File: config.mk
export PLATFORM = sky130hd
export DESIGN_NAME = inst_encoder_flat
export DESIGN_NICKNAME = d
export VERILOG_FILES = /design/src/rtl/riscv_pkg.sv /design/src/rtl/inst_encoder_if.sv /design/src/rtl/inst_pack.sv /design/src/rtl/inst_encoder.sv /design/src/flat_wrapper.sv
export SDC_FILE = /design/constraint.sdc
export NUM_CORES = 1
export LEC_CHECK = 0
export BUFFER_PORTS_ARGS = -buffer_cell sky130_fd_sc_hd__buf_2
export CAP_MARGIN = 20
export CORE_MARGIN = 8
export CORE_UTILIZATION = 50
export CTS_CLUSTER_DIAMETER = 50
export DETAILED_ROUTE_END_ITERATION = 7
export PLACE_DENSITY = 0.86
export SYNTH_ARGS = -nofsm -noshare
export SYNTH_HDL_FRONTEND = slang
export SYNTH_HIERARCHICAL = 1
export SYNTH_SLANG_ARGS = --single-unit
File: constraint.sdc
create_clock -name clk -period 7.9 [get_ports clk]
set_input_delay 1.975 -clock clk [delete_from_list [all_inputs] [get_ports clk]]
set_output_delay 1.975 -clock clk [all_outputs]
set_load 0.005 [all_outputs]
File: src/rtl/riscv_pkg.sv
// Shared RV32 encoder types: instruction formats, opcodes, error codes.
// Latency: n/a (types and constants only).
// Backpressure: n/a.
package riscv_pkg;

  typedef enum logic [2:0] {
    FMT_R   = 3'd0,
    FMT_I   = 3'd1,
    FMT_ISH = 3'd2,
    FMT_S   = 3'd3,
    FMT_B   = 3'd4
  } fmt_e;

  localparam logic [6:0] OPC_OP     = 7'h33;
  localparam logic [6:0] OPC_OP_IMM = 7'h13;
  localparam logic [6:0] OPC_STORE  = 7'h23;
  localparam logic [6:0] OPC_BRANCH = 7'h63;

  localparam logic [1:0] ERR_NONE  = 2'd0;
  localparam logic [1:0] ERR_RANGE = 2'd1;
  localparam logic [1:0] ERR_ALIGN = 2'd2;
  localparam logic [1:0] ERR_FMT   = 2'd3;

  // True when the immediate, read as signed, lies within [lo, hi].
  function automatic logic imm_in_range(input logic [31:0] imm, input int lo, input int hi);
    return ($signed(imm) >= lo) && ($signed(imm) <= hi);
  endfunction

endpackage

File: src/rtl/inst_encoder_if.sv
// Request/result bundle between an encode requester and the instruction-memory writer.
// Latency: n/a (wires only).
// Backpressure: valid/ready on both the request side and the word side.
interface inst_encoder_if;
  logic        in_valid;
  logic        in_ready;
  logic [2:0]  in_fmt;
  logic [6:0]  in_opcode;
  logic [2:0]  in_funct3;
  logic [6:0]  in_funct7;
  logic [4:0]  in_rd;
  logic [4:0]  in_rs1;
  logic [4:0]  in_rs2;
  logic [31:0] in_imm;
  logic        out_valid;
  logic        out_ready;
  logic [31:0] out_inst;
  logic [31:0] out_addr;
  logic        err_valid;
  logic [1:0]  err_code;

  // Requester / memory-writer side.
  modport master (
    output in_valid, in_fmt, in_opcode, in_funct3, in_funct7,
           in_rd, in_rs1, in_rs2, in_imm, out_ready,
    input  in_ready, out_valid, out_inst, out_addr, err_valid, err_code
  );

  // Encoder side.
  modport slave (
    input  in_valid, in_fmt, in_opcode, in_funct3, in_funct7,
           in_rd, in_rs1, in_rs2, in_imm, out_ready,
    output in_ready, out_valid, out_inst, out_addr, err_valid, err_code
  );
endinterface

File: src/rtl/inst_pack.sv
// Packs instruction fields into a 32-bit RV32 word and flags illegal requests.
// Latency: combinational.
// Backpressure: none; pure function of its inputs.
module inst_pack
  import riscv_pkg::*;
(
  input  logic [2:0]  i_fmt,
  input  logic [6:0]  i_opcode,
  input  logic [2:0]  i_funct3,
  input  logic [6:0]  i_funct7,
  input  logic [4:0]  i_rd,
  input  logic [4:0]  i_rs1,
  input  logic [4:0]  i_rs2,
  input  logic [31:0] i_imm,
  output logic [31:0] o_inst,
  output logic [1:0]  o_err_code
);

  // Field placement per format; checks ordered fmt, then range, then alignment.
  always_comb begin
    o_inst     = '0;
    o_err_code = ERR_NONE;
    case (i_fmt)
      FMT_R: begin
        o_inst = {i_funct7, i_rs2, i_rs1, i_funct3, i_rd, i_opcode};
      end
      FMT_I: begin
        o_inst = {i_imm[11:0], i_rs1, i_funct3, i_rd, i_opcode};
        if (!imm_in_range(i_imm, -2048, 2047)) o_err_code = ERR_RANGE;
      end
      FMT_ISH: begin
        o_inst = {i_funct7, i_imm[4:0], i_rs1, i_funct3, i_rd, i_opcode};
        if (i_imm[31:5] != '0) o_err_code = ERR_RANGE;
      end
      FMT_S: begin
        o_inst = {i_imm[11:5], i_rs2, i_rs1, i_funct3, i_imm[4:0], i_opcode};
        if (!imm_in_range(i_imm, -2048, 2047)) o_err_code = ERR_RANGE;
      end
      FMT_B: begin
        o_inst = {i_imm[12], i_imm[10:5], i_rs2, i_rs1, i_funct3,
                  i_imm[4:1], i_imm[11], i_opcode};
        // 4095 is odd but is reported as a range error since range wins.
        if (!imm_in_range(i_imm, -4096, 4094)) o_err_code = ERR_RANGE;
        else if (i_imm[0])                       o_err_code = ERR_ALIGN;
      end
      default: begin
        o_err_code = ERR_FMT;
      end
    endcase
  end

endmodule

File: src/rtl/inst_encoder.sv
// Encodes instruction requests into addressed 32-bit words for an instruction-memory writer.
// Latency: 1 cycle from request acceptance to out_valid (or err_valid pulse).
// Backpressure: single output register; in_ready = !out_valid || out_ready, word held while stalled.
module inst_encoder
  import riscv_pkg::*;
#(
  parameter int MEM_DEPTH = 256  // power of two, >= 2
) (
  input logic          clk,
  input logic          reset,
  inst_encoder_if.slave bus
);

  localparam int AW = $clog2(MEM_DEPTH);

  logic [AW-1:0] r_widx;       // word index of the held / next word
  logic          r_out_valid;
  logic [31:0]   r_out_inst;
  logic          r_err_valid;
  logic [1:0]    r_err_code;

  logic [31:0]   w_inst;
  logic [1:0]    w_err_code;
  logic          w_in_ready;
  logic          w_accept;
  logic          w_out_fire;

  inst_pack u_pack (
    .i_fmt      (bus.in_fmt),
    .i_opcode   (bus.in_opcode),
    .i_funct3   (bus.in_funct3),
    .i_funct7   (bus.in_funct7),
    .i_rd       (bus.in_rd),
    .i_rs1      (bus.in_rs1),
    .i_rs2      (bus.in_rs2),
    .i_imm      (bus.in_imm),
    .o_inst     (w_inst),
    .o_err_code (w_err_code)
  );

  assign w_in_ready = !r_out_valid || bus.out_ready;
  assign w_accept   = bus.in_valid && w_in_ready;
  assign w_out_fire = r_out_valid && bus.out_ready;

  // Output word register: load on legal accept, clear once drained, else hold.
  always_ff @(posedge clk) begin
    if (reset) begin
      r_out_valid <= 1'b0;
      r_out_inst  <= '0;
    end else if (w_accept && (w_err_code == ERR_NONE)) begin
      r_out_valid <= 1'b1;
      r_out_inst  <= w_inst;
    end else if (w_out_fire) begin
      r_out_valid <= 1'b0;
    end
  end

  // One-cycle error pulse for each rejected (but consumed) request.
  always_ff @(posedge clk) begin
    if (reset) begin
      r_err_valid <= 1'b0;
      r_err_code  <= ERR_NONE;
    end else if (w_accept && (w_err_code != ERR_NONE)) begin
      r_err_valid <= 1'b1;
      r_err_code  <= w_err_code;
    end else begin
      r_err_valid <= 1'b0;
      r_err_code  <= ERR_NONE;
    end
  end

  // Word index advances only when a word leaves; wraps naturally at MEM_DEPTH.
  always_ff @(posedge clk) begin
    if (reset) begin
      r_widx <= '0;
    end else if (w_out_fire) begin
      r_widx <= r_widx + 1'b1;
    end
  end

  // out_addr follows the counter, so a word loaded on the same edge as a
  // drain automatically picks up the incremented address.
  assign bus.in_ready  = w_in_ready;
  assign bus.out_valid = r_out_valid;
  assign bus.out_inst  = r_out_inst;
  assign bus.out_addr  = 32'({r_widx, 2'b00});
  assign bus.err_valid = r_err_valid;
  assign bus.err_code  = r_err_code;

endmodule

File: src/flat_wrapper.sv
// flat-port wrapper written by rule: the top's interface ports become plain ports
module inst_encoder_flat import riscv_pkg::*;
#(
  parameter int MEM_DEPTH = 256                       
)
  (clk, reset, bus_in_valid, bus_in_fmt, bus_in_opcode, bus_in_funct3, bus_in_funct7, bus_in_rd, bus_in_rs1, bus_in_rs2, bus_in_imm, bus_out_ready, bus_in_ready, bus_out_valid, bus_out_inst, bus_out_addr, bus_err_valid, bus_err_code);
  inst_encoder_if bus_i ();
  input logic clk;
  input logic reset;
  input wire logic [$bits(bus_i.in_valid)-1:0] bus_in_valid;
  input wire logic [$bits(bus_i.in_fmt)-1:0] bus_in_fmt;
  input wire logic [$bits(bus_i.in_opcode)-1:0] bus_in_opcode;
  input wire logic [$bits(bus_i.in_funct3)-1:0] bus_in_funct3;
  input wire logic [$bits(bus_i.in_funct7)-1:0] bus_in_funct7;
  input wire logic [$bits(bus_i.in_rd)-1:0] bus_in_rd;
  input wire logic [$bits(bus_i.in_rs1)-1:0] bus_in_rs1;
  input wire logic [$bits(bus_i.in_rs2)-1:0] bus_in_rs2;
  input wire logic [$bits(bus_i.in_imm)-1:0] bus_in_imm;
  input wire logic [$bits(bus_i.out_ready)-1:0] bus_out_ready;
  output wire logic [$bits(bus_i.in_ready)-1:0] bus_in_ready;
  output wire logic [$bits(bus_i.out_valid)-1:0] bus_out_valid;
  output wire logic [$bits(bus_i.out_inst)-1:0] bus_out_inst;
  output wire logic [$bits(bus_i.out_addr)-1:0] bus_out_addr;
  output wire logic [$bits(bus_i.err_valid)-1:0] bus_err_valid;
  output wire logic [$bits(bus_i.err_code)-1:0] bus_err_code;
  assign bus_i.in_valid = bus_in_valid;
  assign bus_i.in_fmt = bus_in_fmt;
  assign bus_i.in_opcode = bus_in_opcode;
  assign bus_i.in_funct3 = bus_in_funct3;
  assign bus_i.in_funct7 = bus_in_funct7;
  assign bus_i.in_rd = bus_in_rd;
  assign bus_i.in_rs1 = bus_in_rs1;
  assign bus_i.in_rs2 = bus_in_rs2;
  assign bus_i.in_imm = bus_in_imm;
  assign bus_i.out_ready = bus_out_ready;
  assign bus_in_ready = bus_i.in_ready;
  assign bus_out_valid = bus_i.out_valid;
  assign bus_out_inst = bus_i.out_inst;
  assign bus_out_addr = bus_i.out_addr;
  assign bus_err_valid = bus_i.err_valid;
  assign bus_err_code = bus_i.err_code;
  inst_encoder #(.MEM_DEPTH(MEM_DEPTH)) u_core (.clk(clk), .reset(reset), .bus(bus_i));
endmodule
# == Word-level counts from Yosys, hierarchy flattened ==
# Cells that the tools add are included.
# totals
register_bits,44
in_bits,71
out_inout_bits,69
word_cells,39
# classes
addsub,1
magnitude_cmp,4
n_eq_ne,4
mux,9
bitwise,1
reduce_logical,15
# ops
op,count
32-bit case mux with 5 select lines,1
"32-bit by 12-bit greater-or-equal comparator with 1-bit output, second input constant",1
"32-bit by 13-bit greater-or-equal comparator with 1-bit output, second input constant",1
"32-bit by 12-bit less-or-equal comparator with 1-bit output, second input constant",1
"32-bit by 13-bit less-or-equal comparator with 1-bit output, second input constant",1
27-bit nonzero test,1
"8-bit by 1-bit adder with 8-bit output, second input constant",1
2-bit case mux with 4 select lines,1
"3-bit by 2-bit == test with 1-bit output, second input constant",2
1-bit logical AND,6
1-bit two-way mux,5
2-bit two-way mux,2
2-bit nonzero test,2
2-bit OR reduction,2
"3-bit by 1-bit == test with 1-bit output, second input constant",1
"3-bit == test, second input constant",1
3-bit logical NOT,1
2-bit logical NOT,1
1-bit logical NOT,1
1-bit logical OR,1
1-bit NOT,1

# == Depth between registers and ports, before layout ==
# depth
depth_word,8
ltp_mapped,10
depth_no_buf,8

# == By module ==
# Netlist, hierarchy kept.
# by_module_without_submodules
module,instances,cells_each,area_each_um2,seq_area_each_um2
inst_encoder,1,234,2019.4,880.8
inst_pack,1,132,804.5,0.0

# == Worst setup path after synthesis ==
# Ideal clock, no wire load.
# synth_path
path_type,input-to-output
from,in bus_out_ready
to,out bus_in_ready
arrival_time_ns,2.429
required_time_ns,5.925
path_slack_ns,3.496
cell_stages,4
n_path_buf,2
path_cell_list,nor2b_1 -> buf_2 -> inv_2 -> buf_2
# synth_via
elab_chain_cells,1
# synth_rtl
item,line,rtl
from (decl),flat_wrapper.sv:19,input wire logic [$bits(bus_i.out_ready)-1:0] bus_out_ready;
1-bit logical OR,inst_encoder.sv:41,assign w_in_ready = !r_out_valid || bus.out_ready;
to (decl),flat_wrapper.sv:20,output wire logic [$bits(bus_i.in_ready)-1:0] bus_in_ready;
# Every way passes these cells.

# == Worst setup path after layout ==
# Ends and elaborated chain as after synthesis.

==> impl_results.md <==
* Count of cells resized by post-cts repair at 0
* Most area-hungry cell type in the Yosys netlist: sky130_fd_sc_hd__dfxtp_1
* Post-Route Setup TNS at 0 ns
* Total area of sequential cells at 881 sq um
* Arrival time at the worst endpoint at 3.11 ns
* Number of global-route vias before repair at 2871
* Leading cell types by total area after synthesis: sky130_fd_sc_hd__dfxtp_1, sky130_fd_sc_hd__o31ai_1, sky130_fd_sc_hd__a21oi_1, sky130_fd_sc_hd__nand4_1, sky130_fd_sc_hd__buf_4
* Crit path kind: input pin to primary output
* Mux cell area share after synthesis at 1.99%
* Number of distinct library cells after synthesis at 35
* CTS tree: yes
* CP cell instances: buf_2 > nor2b_2 > buf_4 > inv_2 > buf_2
* Crit-path slowest cell: sky130_fd_sc_hd__buf_4
* Multi-input gate area in the final layout at 1700 sq um
* Max stage delay on crit path at 0.34 ns
* Tightest Pin Transition at 0.945 ns
* Yosys reg bits at 44
* Period Utilization, post-route at 64.4%
* Overall overflow remaining after global route at 0
* P per Cell Area at 139 nW/um^2
* Number of vias in the routed layout at 3141
* Number of synthesized flops with an enable pin at 0
* Number of slew-limit violations in the final report at 0
* Setup violation total in the final timing report at 0
* Async set-or-reset flop fraction in the synthesized netlist at 0%
* Design Area, Final at 3410 sq um
* Placed cell areas at 3290 sq um
* Path category of the worst min-delay check: register to register
* Total number of nets in the final design at 528
* Leading cell type in the layout, fill and taps excluded: sky130_fd_sc_hd__buf_2
* Post-synth top area share at 31.2%
* Wirelength, routed at 8960 microns
* Max-Slew Margin vs Limit at 36.9%
* Clock tree skew after final layout at 0.00582 ns
* Post-CTS setup-driven buffer insertion count at 0
* Routed wl met2 at 4430 microns
* Top FF cell, synth: sky130_fd_sc_hd__dfxtp_1
* Synthesized-area fraction occupied by ao, oa, aoi and oai cells at 25.5%
* P_leak at 1.39 nW
* Xor/xnor cell area share of the yosys netlist at 0.620%
* Category of the worst setup path capture point: primary output
* Antenna diode instance count at 0
* Area added between synthesis and finish at 20.6%
* Startpoint of the most critical hold path: u_core/bus.out_inst[2]
* Number of buffers added to fix hold violations after cts at 0
* Remaining routing DRC violations at 0
* Cell type with the highest occurrence count on the critical path: sky130_fd_sc_hd__buf_2
* Half-perimeter wire length after placement at 6570 microns
* Combinational family with the most area after synthesis: simple AND/OR/NAND/NOR gates
* Max cap viols at 0
* Post-synthesis cell count at 366
* Clock Tree Buf Depth at 2
* Synthesis warning total at 6
* Depth of the critical timing path with buffers and inverters included at 5
* Ratio of routed vias to standard cells at 5.94
* Post-Synthesis Cell Area at 2820 sq um
* Top-level I/O count at 140
* Global routing usage summed across all routing layers at 19.8%
* Routability Congestion at 0.915
* Global-route wire length before repair at 13900 microns
* Post-route ant nets at 0
* Count of port buffers added during placement at 115
* DR pass1 iterations at 5
* Share of layout cells above drive strength 1 at 30.6%
* Family with the most delay on the worst path: buffers and inverters
* FILL cells at 512
* DR WL/cell at 16.9 microns
* H-Tree Level Count at 2
* Most frequent cells in the layout: sky130_fd_sc_hd__buf_2, sky130_fd_sc_hd__a21oi_1, sky130_fd_sc_hd__dfxtp_1, sky130_fd_sc_hd__nand4_1, sky130_fd_sc_hd__o31ai_1
* Final critical delay including setup and external delays at 5.09 ns
* Result of the run: finished, final reports clean
* Clock input transition at the sequential cells of the worst setup and hold paths at 0.08 ns
* TritonCTS Sinks at 44
* Critical path required time at 5.93 ns
* Clock buffer count from CTS at 5
* Clock root cell: sky130_fd_sc_hd__clkbuf_8
* Area of the core region at 5470 sq um
* Antenna violations before repair at 0
* Area enclosed by the die boundary at 8310 sq um
* Clock latency of the later-clocked register in the worst-skew pair at 0.29 ns
* Hold Slack at 0.470 ns
* WL met1 at 3590 microns
* Critical path launch point type: input pin
* Highest metal used: met4
* Count of endpoints failing hold in the final timing report at 0
* Startpoint of the worst-slack reg-to-reg timing path: u_core/bus.out_valid
* Die span in x at 91.2 microns
* Startpoint of the worst setup timing path: bus_out_ready
* Number of buffer and inverter instances along the worst setup path at 4
* Overall die height at 91.2 microns
* Mean post-synth cell area at 7.72 sq um
* Maximum number of pins on one net before global-route repair at 45
* Detailed route wirelength on metal3 at 720 microns
* Worst hold path stage count at 2
* FP Rows at 27
* Basic-gate share of the synthesized area counting and, or, nand and nor cells at 28.3%
* Setup repair after global routing missed its margin: false
* Maximum VDD drop at 0.0900 mV
* R2R depth at 5
* Maximum frequency from static timing analysis at 0.197 GHz
* Peak fanout along the critical path at 34
* Initial detailed-routing violation count at 305
* Adder and majority gate portion of the synthesized area at 0.443%
* Sequential cell area fraction in the yosys report at 31.2%
* Starting density of the core at 51.6%
[worst paths after layout]
kind	end	slack, ns
max reg2reg	u_core/bus.err_code[1]	6.16
max	bus_in_ready	2.81
min reg2reg	u_core/bus.out_inst[2]	0.47
min	u_core/bus.out_inst[2]	0.47
[through the flow]
stage	cells	worst slack (ns)	util, %	power (mW)
4_1_cts	528	2.82	61.7	0.469
2_1_floorplan	389	3.50	-	0.297
3_3_place_gp	519	2.84	59.8	0.325
6_report	529	2.81	62.2	0.472
5_1_grt	529	2.73	62.2	0.492
3_5_place_dp	520	2.83	60.1	0.328
[worst min-delay path, delay by kind of cell, from the launching register on]
family / cells / cell delay [ns]
DFF: 1 / 0.31
AOI/OAI and AO/OA: 2 / 0.12
[synthesized netlist by cell type, drive strengths merged, types with 2 or more instances]
master and count:
inv 3, o21ai 15, mux2 5, and2 15
nand2 20, nor3 5, buf 33, nor2 6
a22oi 5, nor4 6, a21oi 51, clkbuf 26
nand4 40, a31oi 5, or4 4, o22ai 5
nor3b 2, o31ai 35, dfxtp 44, nand3 8
or3 2, xor2 2, nor2b 21
[area by class of cell]
cell class | count | area share [%]
Multi-Input combinational cell | 283 | 49.9
Sequential cell | 44 | 25.9
Timing Repair Buffer | 119 | 18.6
Clock buffer | 8 | 2.65
Tap cell | 72 | 2.65
Inverter | 3 | 0.331
[cells by family (layout without fill, tap and decap cells)]
kind of cell / count (synthesis) / count (layout)
adders and majority gates: 1 / 1
muxes: 5 / 5
other: 1 / 24
xor gates and xnor gates: 2 / 2
AOI/OAI and AO/OA: 119 / 119
and+or+nand+nor: 132 / 132
DFF: 44 / 44
buffers and inverters: 62 / 130
[sequential cells by signal, summed over array words and instances (netlist names)]
| signal | count |
|---|---|
| u_core/r_widx | 8 |
| u_core/bus.err_code | 2 |
| u_core/bus.err_valid | 1 |
| u_core/bus.out_inst | 32 |
| u_core/bus.out_valid | 1 |
[routing by layer]
layer  GRT usage, %  up-vias
li1               -     1511
met1           22.7     1448
met2           34.3      158
met3           5.76       24
met4           6.68        0
met5              0        -
[power breakdown]
| part | switching [mW] | total, mW | internal [mW] |
|---|---|---|---|
| Combinational | 0.0591 | 0.0980 | 0.0389 |
| Clock | 0.0734 | 0.145 | 0.0714 |
| Sequential | 0.00272 | 0.230 | 0.227 |
Note: power is estimated with default switching activity, not from simulation.
